$ cat src/rtl/id_stage_if.sv
// -----------------------------------------------------------------------------
// id_stage_if
//   Bundles every non-clock/reset signal between the IF/ID register, the
//   write-back path, the hazard sources in EX/MEM and the ID/EX register.
//
//   slave  modport : used by id_stage (decode stage itself)
//   master modport : used by whatever drives the stage (pipeline or bench)
//
//   Inputs to the stage : instr, pc_plus4, wb_* write-back port,
//                         id_ex_* / ex_* / ex_mem_* hazard sources
//   Outputs of the stage: ID/EX control bits, operands, immediate, register
//                         fields, pc_write / if_id_write / if_id_flush,
//                         branch_taken / branch_target
// -----------------------------------------------------------------------------
interface id_stage_if #(
  parameter int WORD_W = 32
);
  logic [31:0]       instr;
  logic [WORD_W-1:0] pc_plus4;
  logic              wb_reg_write;
  logic [4:0]        wb_write_reg;
  logic [WORD_W-1:0] wb_write_data;
  logic              id_ex_mem_read;
  logic              id_ex_reg_write;
  logic [4:0]        ex_write_reg;
  logic              ex_mem_mem_read;
  logic [4:0]        ex_mem_write_reg;

  logic              mem_write;
  logic              mem_read;
  logic              reg_write;
  logic              reg_dst;
  logic              mem_to_reg;
  logic              ALU_src;
  logic [2:0]        ALU_op;
  logic [WORD_W-1:0] read_data1;
  logic [WORD_W-1:0] read_data2;
  logic [WORD_W-1:0] instr15_0_sign_extended;
  logic [4:0]        rs;
  logic [4:0]        rt;
  logic [4:0]        rd;
  logic              pc_write;
  logic              if_id_write;
  logic              if_id_flush;
  logic              branch_taken;
  logic [WORD_W-1:0] branch_target;

  modport slave (
    input  instr, pc_plus4, wb_reg_write, wb_write_reg, wb_write_data,
           id_ex_mem_read, id_ex_reg_write, ex_write_reg,
           ex_mem_mem_read, ex_mem_write_reg,
    output mem_write, mem_read, reg_write, reg_dst, mem_to_reg, ALU_src,
           ALU_op, read_data1, read_data2, instr15_0_sign_extended,
           rs, rt, rd, pc_write, if_id_write, if_id_flush,
           branch_taken, branch_target
  );

  modport master (
    output instr, pc_plus4, wb_reg_write, wb_write_reg, wb_write_data,
           id_ex_mem_read, id_ex_reg_write, ex_write_reg,
           ex_mem_mem_read, ex_mem_write_reg,
    input  mem_write, mem_read, reg_write, reg_dst, mem_to_reg, ALU_src,
           ALU_op, read_data1, read_data2, instr15_0_sign_extended,
           rs, rt, rd, pc_write, if_id_write, if_id_flush,
           branch_taken, branch_target
  );
endinterface

$ cat src/rtl/id_stage.sv
// -----------------------------------------------------------------------------
// id_stage
//   Instruction-decode stage of a 5-stage MIPS pipeline. Holds the register
//   file (with same-cycle write-back bypass), decodes control, sign-extends
//   the immediate, resolves beq in ID and generates stall / flush controls.
//
//   clk   : rising-edge clock
//   rst   : synchronous, active-low reset (clears the register file)
//   id_if : id_stage_if.slave bundle, see rtl/id_stage_if.sv
// -----------------------------------------------------------------------------
module id_stage #(
  parameter int REG_COUNT = 32,
  parameter int WORD_W    = 32
) (
  input  logic        clk,
  input  logic        rst,
  id_stage_if.slave   id_if
);

  localparam logic [5:0] OP_R    = 6'b000000;
  localparam logic [5:0] OP_LW   = 6'b100011;
  localparam logic [5:0] OP_SW   = 6'b101011;
  localparam logic [5:0] OP_ADDI = 6'b001000;
  localparam logic [5:0] OP_ANDI = 6'b001100;
  localparam logic [5:0] OP_BEQ  = 6'b000100;

  // ---------------------------------------------------------------- fields
  logic [5:0] opcode;
  logic [4:0] rs_f, rt_f, rd_f;

  assign opcode = id_if.instr[31:26];
  assign rs_f   = id_if.instr[25:21];
  assign rt_f   = id_if.instr[20:16];
  assign rd_f   = id_if.instr[15:11];

  // --------------------------------------------------------- register file
  // Flip-flop array rather than RAM: the whole file must clear in one cycle
  // and both read ports are combinational.
  logic [WORD_W-1:0] regs_q [REG_COUNT];
  logic [WORD_W-1:0] regs_d [REG_COUNT];
  logic              wb_en;

  assign wb_en     = id_if.wb_reg_write && (id_if.wb_write_reg != 5'd0);
  assign regs_d[0] = '0;

  generate
    for (genvar gi = 1; gi < REG_COUNT; gi++) begin : g_reg
      assign regs_d[gi] = (wb_en && (id_if.wb_write_reg == 5'(gi)))
                          ? id_if.wb_write_data : regs_q[gi];
    end
  endgenerate

  always_ff @(posedge clk) begin
    if (!rst) begin
      for (int i = 0; i < REG_COUNT; i++) regs_q[i] <= '0;
    end else begin
      regs_q <= regs_d;
    end
  end

  // Write-back data that lands this edge is forwarded to the readers now.
  logic [WORD_W-1:0] rd1, rd2;
  assign rd1 = (wb_en && (id_if.wb_write_reg == rs_f)) ? id_if.wb_write_data : regs_q[rs_f];
  assign rd2 = (wb_en && (id_if.wb_write_reg == rt_f)) ? id_if.wb_write_data : regs_q[rt_f];

  // ---------------------------------------------------------------- decode
  logic       dec_mem_write, dec_mem_read, dec_reg_write, dec_reg_dst;
  logic       dec_mem_to_reg, dec_alu_src, is_beq, reads_rt;
  logic [2:0] dec_alu_op;

  always_comb begin
    dec_mem_write  = 1'b0;
    dec_mem_read   = 1'b0;
    dec_reg_write  = 1'b0;
    dec_reg_dst    = 1'b0;
    dec_mem_to_reg = 1'b0;
    dec_alu_src    = 1'b0;
    dec_alu_op     = 3'b000;
    is_beq         = 1'b0;
    reads_rt       = 1'b0;
    case (opcode)
      OP_R: begin
        dec_reg_dst   = 1'b1;
        dec_reg_write = 1'b1;
        dec_alu_op    = 3'b010;
        reads_rt      = 1'b1;
      end
      OP_LW: begin
        dec_alu_src    = 1'b1;
        dec_mem_read   = 1'b1;
        dec_mem_to_reg = 1'b1;
        dec_reg_write  = 1'b1;
      end
      OP_SW: begin
        dec_alu_src   = 1'b1;
        dec_mem_write = 1'b1;
        reads_rt      = 1'b1;
      end
      OP_ADDI: begin
        dec_alu_src   = 1'b1;
        dec_reg_write = 1'b1;
      end
      OP_ANDI: begin
        dec_alu_src   = 1'b1;
        dec_reg_write = 1'b1;
        dec_alu_op    = 3'b011;
      end
      OP_BEQ: begin
        dec_alu_op = 3'b001;
        is_beq     = 1'b1;
        reads_rt   = 1'b1;
      end
      default: ;
    endcase
  end

  // --------------------------------------------------------------- hazards
  logic ex_rs_hit, ex_rt_hit, mem_rs_hit, mem_rt_hit;
  logic load_use, branch_hazard, stall, active;

  assign ex_rs_hit  = (id_if.ex_write_reg != 5'd0) && (id_if.ex_write_reg == rs_f);
  assign ex_rt_hit  = (id_if.ex_write_reg != 5'd0) && (id_if.ex_write_reg == rt_f);
  assign mem_rs_hit = (id_if.ex_mem_write_reg != 5'd0) && (id_if.ex_mem_write_reg == rs_f);
  assign mem_rt_hit = (id_if.ex_mem_write_reg != 5'd0) && (id_if.ex_mem_write_reg == rt_f);

  assign load_use = id_if.id_ex_mem_read && (ex_rs_hit || (reads_rt && ex_rt_hit));

  // beq compares in ID, so it must also wait for any ALU result still in EX
  // and for a load that has only reached MEM.
  assign branch_hazard = is_beq &&
                         ((id_if.id_ex_reg_write && (ex_rs_hit || ex_rt_hit)) ||
                          (id_if.ex_mem_mem_read && (mem_rs_hit || mem_rt_hit)));

  // Reset masks the stall so the front end keeps flowing while in reset.
  assign stall  = rst && (load_use || branch_hazard);
  assign active = rst && !stall;

  // --------------------------------------------------------------- outputs
  logic [WORD_W-1:0] imm_ext;
  assign imm_ext = {{(WORD_W-16){id_if.instr[15]}}, id_if.instr[15:0]};

  assign id_if.mem_write  = active && dec_mem_write;
  assign id_if.mem_read   = active && dec_mem_read;
  assign id_if.reg_write  = active && dec_reg_write;
  assign id_if.reg_dst    = active && dec_reg_dst;
  assign id_if.mem_to_reg = active && dec_mem_to_reg;
  assign id_if.ALU_src    = active && dec_alu_src;
  assign id_if.ALU_op     = active ? dec_alu_op : 3'b000;

  assign id_if.read_data1              = rd1;
  assign id_if.read_data2              = rd2;
  assign id_if.instr15_0_sign_extended = imm_ext;
  assign id_if.rs                      = rs_f;
  assign id_if.rt                      = rt_f;
  assign id_if.rd                      = rd_f;

  assign id_if.pc_write      = !stall;
  assign id_if.if_id_write   = !stall;
  assign id_if.branch_taken  = active && is_beq && (rd1 == rd2);
  assign id_if.if_id_flush   = id_if.branch_taken;
  assign id_if.branch_target = id_if.pc_plus4 + (imm_ext << 2);

endmodule

$ cat src/flat_wrapper.sv
// flat-port wrapper written by rule: the top's interface ports become plain ports
module id_stage_flat 
#(
  parameter int REG_COUNT = 32,
  parameter int WORD_W    = 32
)
  (clk, rst, id_if_instr, id_if_pc_plus4, id_if_wb_reg_write, id_if_wb_write_reg, id_if_wb_write_data, id_if_id_ex_mem_read, id_if_id_ex_reg_write, id_if_ex_write_reg, id_if_ex_mem_mem_read, id_if_ex_mem_write_reg, id_if_mem_write, id_if_mem_read, id_if_reg_write, id_if_reg_dst, id_if_mem_to_reg, id_if_ALU_src, id_if_ALU_op, id_if_read_data1, id_if_read_data2, id_if_instr15_0_sign_extended, id_if_rs, id_if_rt, id_if_rd, id_if_pc_write, id_if_if_id_write, id_if_if_id_flush, id_if_branch_taken, id_if_branch_target);
  id_stage_if #(.WORD_W(WORD_W)) id_if_i ();
  input  logic clk;
  input  logic rst;
  input wire logic [$bits(id_if_i.instr)-1:0] id_if_instr;
  input wire logic [$bits(id_if_i.pc_plus4)-1:0] id_if_pc_plus4;
  input wire logic [$bits(id_if_i.wb_reg_write)-1:0] id_if_wb_reg_write;
  input wire logic [$bits(id_if_i.wb_write_reg)-1:0] id_if_wb_write_reg;
  input wire logic [$bits(id_if_i.wb_write_data)-1:0] id_if_wb_write_data;
  input wire logic [$bits(id_if_i.id_ex_mem_read)-1:0] id_if_id_ex_mem_read;
  input wire logic [$bits(id_if_i.id_ex_reg_write)-1:0] id_if_id_ex_reg_write;
  input wire logic [$bits(id_if_i.ex_write_reg)-1:0] id_if_ex_write_reg;
  input wire logic [$bits(id_if_i.ex_mem_mem_read)-1:0] id_if_ex_mem_mem_read;
  input wire logic [$bits(id_if_i.ex_mem_write_reg)-1:0] id_if_ex_mem_write_reg;
  output wire logic [$bits(id_if_i.mem_write)-1:0] id_if_mem_write;
  output wire logic [$bits(id_if_i.mem_read)-1:0] id_if_mem_read;
  output wire logic [$bits(id_if_i.reg_write)-1:0] id_if_reg_write;
  output wire logic [$bits(id_if_i.reg_dst)-1:0] id_if_reg_dst;
  output wire logic [$bits(id_if_i.mem_to_reg)-1:0] id_if_mem_to_reg;
  output wire logic [$bits(id_if_i.ALU_src)-1:0] id_if_ALU_src;
  output wire logic [$bits(id_if_i.ALU_op)-1:0] id_if_ALU_op;
  output wire logic [$bits(id_if_i.read_data1)-1:0] id_if_read_data1;
  output wire logic [$bits(id_if_i.read_data2)-1:0] id_if_read_data2;
  output wire logic [$bits(id_if_i.instr15_0_sign_extended)-1:0] id_if_instr15_0_sign_extended;
  output wire logic [$bits(id_if_i.rs)-1:0] id_if_rs;
  output wire logic [$bits(id_if_i.rt)-1:0] id_if_rt;
  output wire logic [$bits(id_if_i.rd)-1:0] id_if_rd;
  output wire logic [$bits(id_if_i.pc_write)-1:0] id_if_pc_write;
  output wire logic [$bits(id_if_i.if_id_write)-1:0] id_if_if_id_write;
  output wire logic [$bits(id_if_i.if_id_flush)-1:0] id_if_if_id_flush;
  output wire logic [$bits(id_if_i.branch_taken)-1:0] id_if_branch_taken;
  output wire logic [$bits(id_if_i.branch_target)-1:0] id_if_branch_target;
  assign id_if_i.instr = id_if_instr;
  assign id_if_i.pc_plus4 = id_if_pc_plus4;
  assign id_if_i.wb_reg_write = id_if_wb_reg_write;
  assign id_if_i.wb_write_reg = id_if_wb_write_reg;
  assign id_if_i.wb_write_data = id_if_wb_write_data;
  assign id_if_i.id_ex_mem_read = id_if_id_ex_mem_read;
  assign id_if_i.id_ex_reg_write = id_if_id_ex_reg_write;
  assign id_if_i.ex_write_reg = id_if_ex_write_reg;
  assign id_if_i.ex_mem_mem_read = id_if_ex_mem_mem_read;
  assign id_if_i.ex_mem_write_reg = id_if_ex_mem_write_reg;
  assign id_if_mem_write = id_if_i.mem_write;
  assign id_if_mem_read = id_if_i.mem_read;
  assign id_if_reg_write = id_if_i.reg_write;
  assign id_if_reg_dst = id_if_i.reg_dst;
  assign id_if_mem_to_reg = id_if_i.mem_to_reg;
  assign id_if_ALU_src = id_if_i.ALU_src;
  assign id_if_ALU_op = id_if_i.ALU_op;
  assign id_if_read_data1 = id_if_i.read_data1;
  assign id_if_read_data2 = id_if_i.read_data2;
  assign id_if_instr15_0_sign_extended = id_if_i.instr15_0_sign_extended;
  assign id_if_rs = id_if_i.rs;
  assign id_if_rt = id_if_i.rt;
  assign id_if_rd = id_if_i.rd;
  assign id_if_pc_write = id_if_i.pc_write;
  assign id_if_if_id_write = id_if_i.if_id_write;
  assign id_if_if_id_flush = id_if_i.if_id_flush;
  assign id_if_branch_taken = id_if_i.branch_taken;
  assign id_if_branch_target = id_if_i.branch_target;
  id_stage #(.REG_COUNT(REG_COUNT), .WORD_W(WORD_W)) u_core (.clk(clk), .rst(rst), .id_if(id_if_i));
endmodule
$ cat config.mk
export PLATFORM = sky130hd
export DESIGN_NAME = id_stage_flat
export DESIGN_NICKNAME = d
export VERILOG_FILES = /design/src/rtl/id_stage_if.sv /design/src/rtl/id_stage.sv /design/src/flat_wrapper.sv
export SDC_FILE = /design/constraint.sdc
export NUM_CORES = 2
export LEC_CHECK = 0
export ABC_AREA = 1
export CORE_MARGIN = 3
export CORE_UTILIZATION = 50
export DETAILED_ROUTE_END_ITERATION = 16
export HOLD_SLACK_MARGIN = 0.02
export PLACE_DENSITY = 0.68
export SKIP_CTS_REPAIR_TIMING = 1
export SYNTH_ARGS = -nofsm -noshare
export SYNTH_HDL_FRONTEND = slang
export SYNTH_SLANG_ARGS = --single-unit
export TNS_END_PERCENT = 30
$ cat constraint.sdc
create_clock -name clk -period 7.75 [get_ports clk]
set_input_delay 1.55 -clock clk [delete_from_list [all_inputs] [get_ports clk]]
set_output_delay 1.55 -clock clk [all_outputs]
set_load 0.01 [all_outputs]
==> flow_summary.json <==
{
  "status": "finished, final reports clean",
  "largest_registers": "u_core.regs_q (992)",
  "h-tree-depth": 3,
  "ys.flop_type": "dfxtp_1",
  "power.density_mw_per_mm2": 200,
  "largest_register": "u_core.regs_q",
  "antenna_found_initial": 13,
  "drt_wl_total_um": 254000,
  "start_util_pct": 50.8,
  "clk_latency_ps": 730,
  "place_ws_ps": 601,
  "critPathLaunchType": "primary input",
  "critPathCaptureType": "output pin",
  "cts_made_buffers": 111,
  "fin_skew_ps": 0,
  "grtUsageTotal_pct": 40.1,
  "syn_to_final_growth_pct": 9.85,
  "drv_cap": 0,
  "cts_tree": "yes",
  "detail-route-antenna-nets": 0,
  "period_share_pct": 95.5,
  "required_ps": 6200,
  "yosysUniqueCellTypes": 43,
  "critPathArrivalTime_ps": 5850,
  "die-height_um": 348,
  "path_cells": "clkdlybuf4s50_1, nor2_4, nand2_2, nand2_2, nand2_2, nand3_2, buf_4, nand3_1, nand2_1, inv_1, nand2_1, nand3_1, nor2_1, nand2_1, nor2_1, nand2_1, nor2_1, clkdlybuf4s50_1",
  "tightest_slew_ps": 1460,
  "dr_total_vias": 66300,
  "critPathTopFamily": "simple AND/OR/NAND/NOR gates",
  "clk_pin_slew_ps": 60,
  "synth_edf_count": 0,
  "root_buffer": "clkbuf_16",
  "first_global_vias": 60400,
  "viasPerCell": 6.19,
  "dp_hpwl_um": 144000,
  "synth_nets": 9617,
  "slowest_stage": "clkdlybuf4s50_1",
  "avgSynthCellArea_um2": 6.17,
  "final_core_util_pct": 55.8,
  "setup_viol": 0,
  "clk_path_buf_depth": 3,
  "grt_pass1_wl_um": 377000,
  "firstDrtPassIters": 6,
  "fmax_mhz": 135,
  "rrSetupSlack_ps": 6990,
  "core_mm2": 0.115,
  "critPathKind": "primary input to output pin",
  "drc": 0,
  "gp_congestion": 0.982,
  "place_area_mm2": 0.0604,
  "ioPinCount": 273,
  "synth_area_mm2": 0.0584,
  "largest_register_ffs": 992,
  "peakVddDrop_mv": 0.178,
  "grt.overflow.total": 0,
  "power.leakage_uw": 0.0243,
  "port-buffer-count": 267,
  "num-fill-cells": 11400,
  "hold_viol_final": 0,
  "die_x_um": 348,
  "design_area_mm2": 0.0642,
  "critPathMaxStageDelay_ps": 650,
  "critical_path_buf_inv_count": 4,
  "crit_path_max_fanout": 32,
  "fin_setup_tns_ps": 0,
  "power_uw": 12900,
  "yosys_warnings": 0,
  "dieArea_mm2": 0.121,
  "rows": 124,
  "fin_ws_ps": 352,
  "clock_sinks": 992,
  "grt_max_degree": 208,
  "final_net_count": 9256,
  "maxSlewViolCount": 0,
  "drtIter0Drc": 10500,
  "wl_per_cell_um": 23.8,
  "layout-drive-gt1-share_pct": 4.93,
  "synth-seq-area-share_pct": 34.0,
  "cpMostUsedCell": "nand2_1",
  "ys_seq_elements": 992,
  "rsz0062_at_grt": "no",
  "synthCells": 9470,
  "async_reset_ff_share_pct": 0,
  "fin_crit_ps": 7400,
  "max_slew_margin_pct": 2.79,
  "hold_class": "flip-flop to flip-flop"
}
worst register-to-register path: cells and delay by family (launching register included):
family,cells,cell delay [ps]
compound gates,1,190
flops,1,400
simple gates,1,80
power by group:
part	internal [µW]	switching, µW
clock network	3230	2320
registers	5160	37.1
logic	647	1470
total	9030	3830
area by class of cell:
class                   instances  area, µm²  area share (%)
diodes                          6       15.0          0.0234
clock buffers                 161       3290            5.13
clock inverters                40        460           0.717
inverters                     510       1980            3.09
multi-input cells            7045      32200            50.1
flip-flops and latches        992      19900            30.9
well taps                    1512       1890            2.95
repair buffers                449       4540            7.07
cell usage in the layout (no fill, tap or decap), types with 17 or more instances in the layout:
cell type        instances
clkbuf_8                24
clkdlybuf4s50_1        256
buf_12                  39
clkbuf_16              115
o211ai_1                65
inv_1                  479
xnor2_1                 22
clkinv_2                27
a21oi_1                841
dfxtp_1                992
xor2_1                  31
nand3_1               1874
buf_4                  145
nor2_1                 746
ha_1                    29
nand2_2                 17
o21ai_0                919
inv_2                   19
nand2_1               2435
clkbuf_1                22
metrics by stage:
| stage | instances | hold WS [ps] |
|---|---|---|
| finish | 10700 | 458 |
| global route | 10700 | 481 |
| CTS | 10700 | 459 |
| detailed placement | 10500 | 450 |
| global placement | 10500 | 443 |
| floorplan | 9470 | 434 |
cells in the mapped netlist, types with 2 or more instances:
master    instances  share of area (%)
buf_2           275                2.4
buf_1            35               0.22
nor4_1            2              0.021
buf_6            72                1.4
nor2_1          756                4.9
nand2_1        2446                 16
dfxtp_1         992                 34
o21ai_1           4              0.034
inv_1           488                3.1
nor3_1            3              0.026
inv_2            18               0.12
o21a_1            3              0.039
clkbuf_1        442                2.8
a21oi_1         841                7.2
o211ai_1         65               0.83
nand4_1           4              0.043
inv_6             2              0.030
ha_1             29               0.62
o21ai_0         919                7.9
a31oi_1           3              0.032
nor3_2            2              0.034
nand2_2           6              0.064
xor2_1           31               0.46
buf_4            99                1.3
a21o_1            3              0.039
nand3_1        1887                 16
or2_2             4              0.043
xnor2_1          22               0.33
nor2_4            2              0.039
nand3_2           2              0.034
path summary, 6_finish.rpt:
path	start	to	depth (start not counted)
setup / recovery	id_if_wb_write_reg[3]	id_if_branch_taken	18
hold / removal	u_core.regs_q[408]$_SDFFE_PN0P_	u_core.regs_q[408]$_SDFFE_PN0P_	2
setup reg to reg	u_core.regs_q[260]$_SDFFE_PN0P_	u_core.regs_q[260]$_SDFFE_PN0P_	2
hold reg to reg	u_core.regs_q[408]$_SDFFE_PN0P_	u_core.regs_q[408]$_SDFFE_PN0P_	2
routing by layer:
layer | routed length, µm | vias up | global-route usage [%]
met5 | 59 | - | 0
met4 | 18100 | 10 | 24.6
met3 | 36000 | 1084 | 11.9
met2 | 105000 | 4719 | 59.6
met1 | 95100 | 30100 | 51.2
li1 | - | 30400 | -
cells by family after synthesis:
logic type | share of synthesized area [%]
compound gates | 16.1
xor+xnor | 0.794
fa+ha+maj | 0.655
buf+inv | 11.4
flops | 34.0
other cells | 0.00642
simple gates | 37.1
Note: power is estimated with default switching activity, not from simulation.
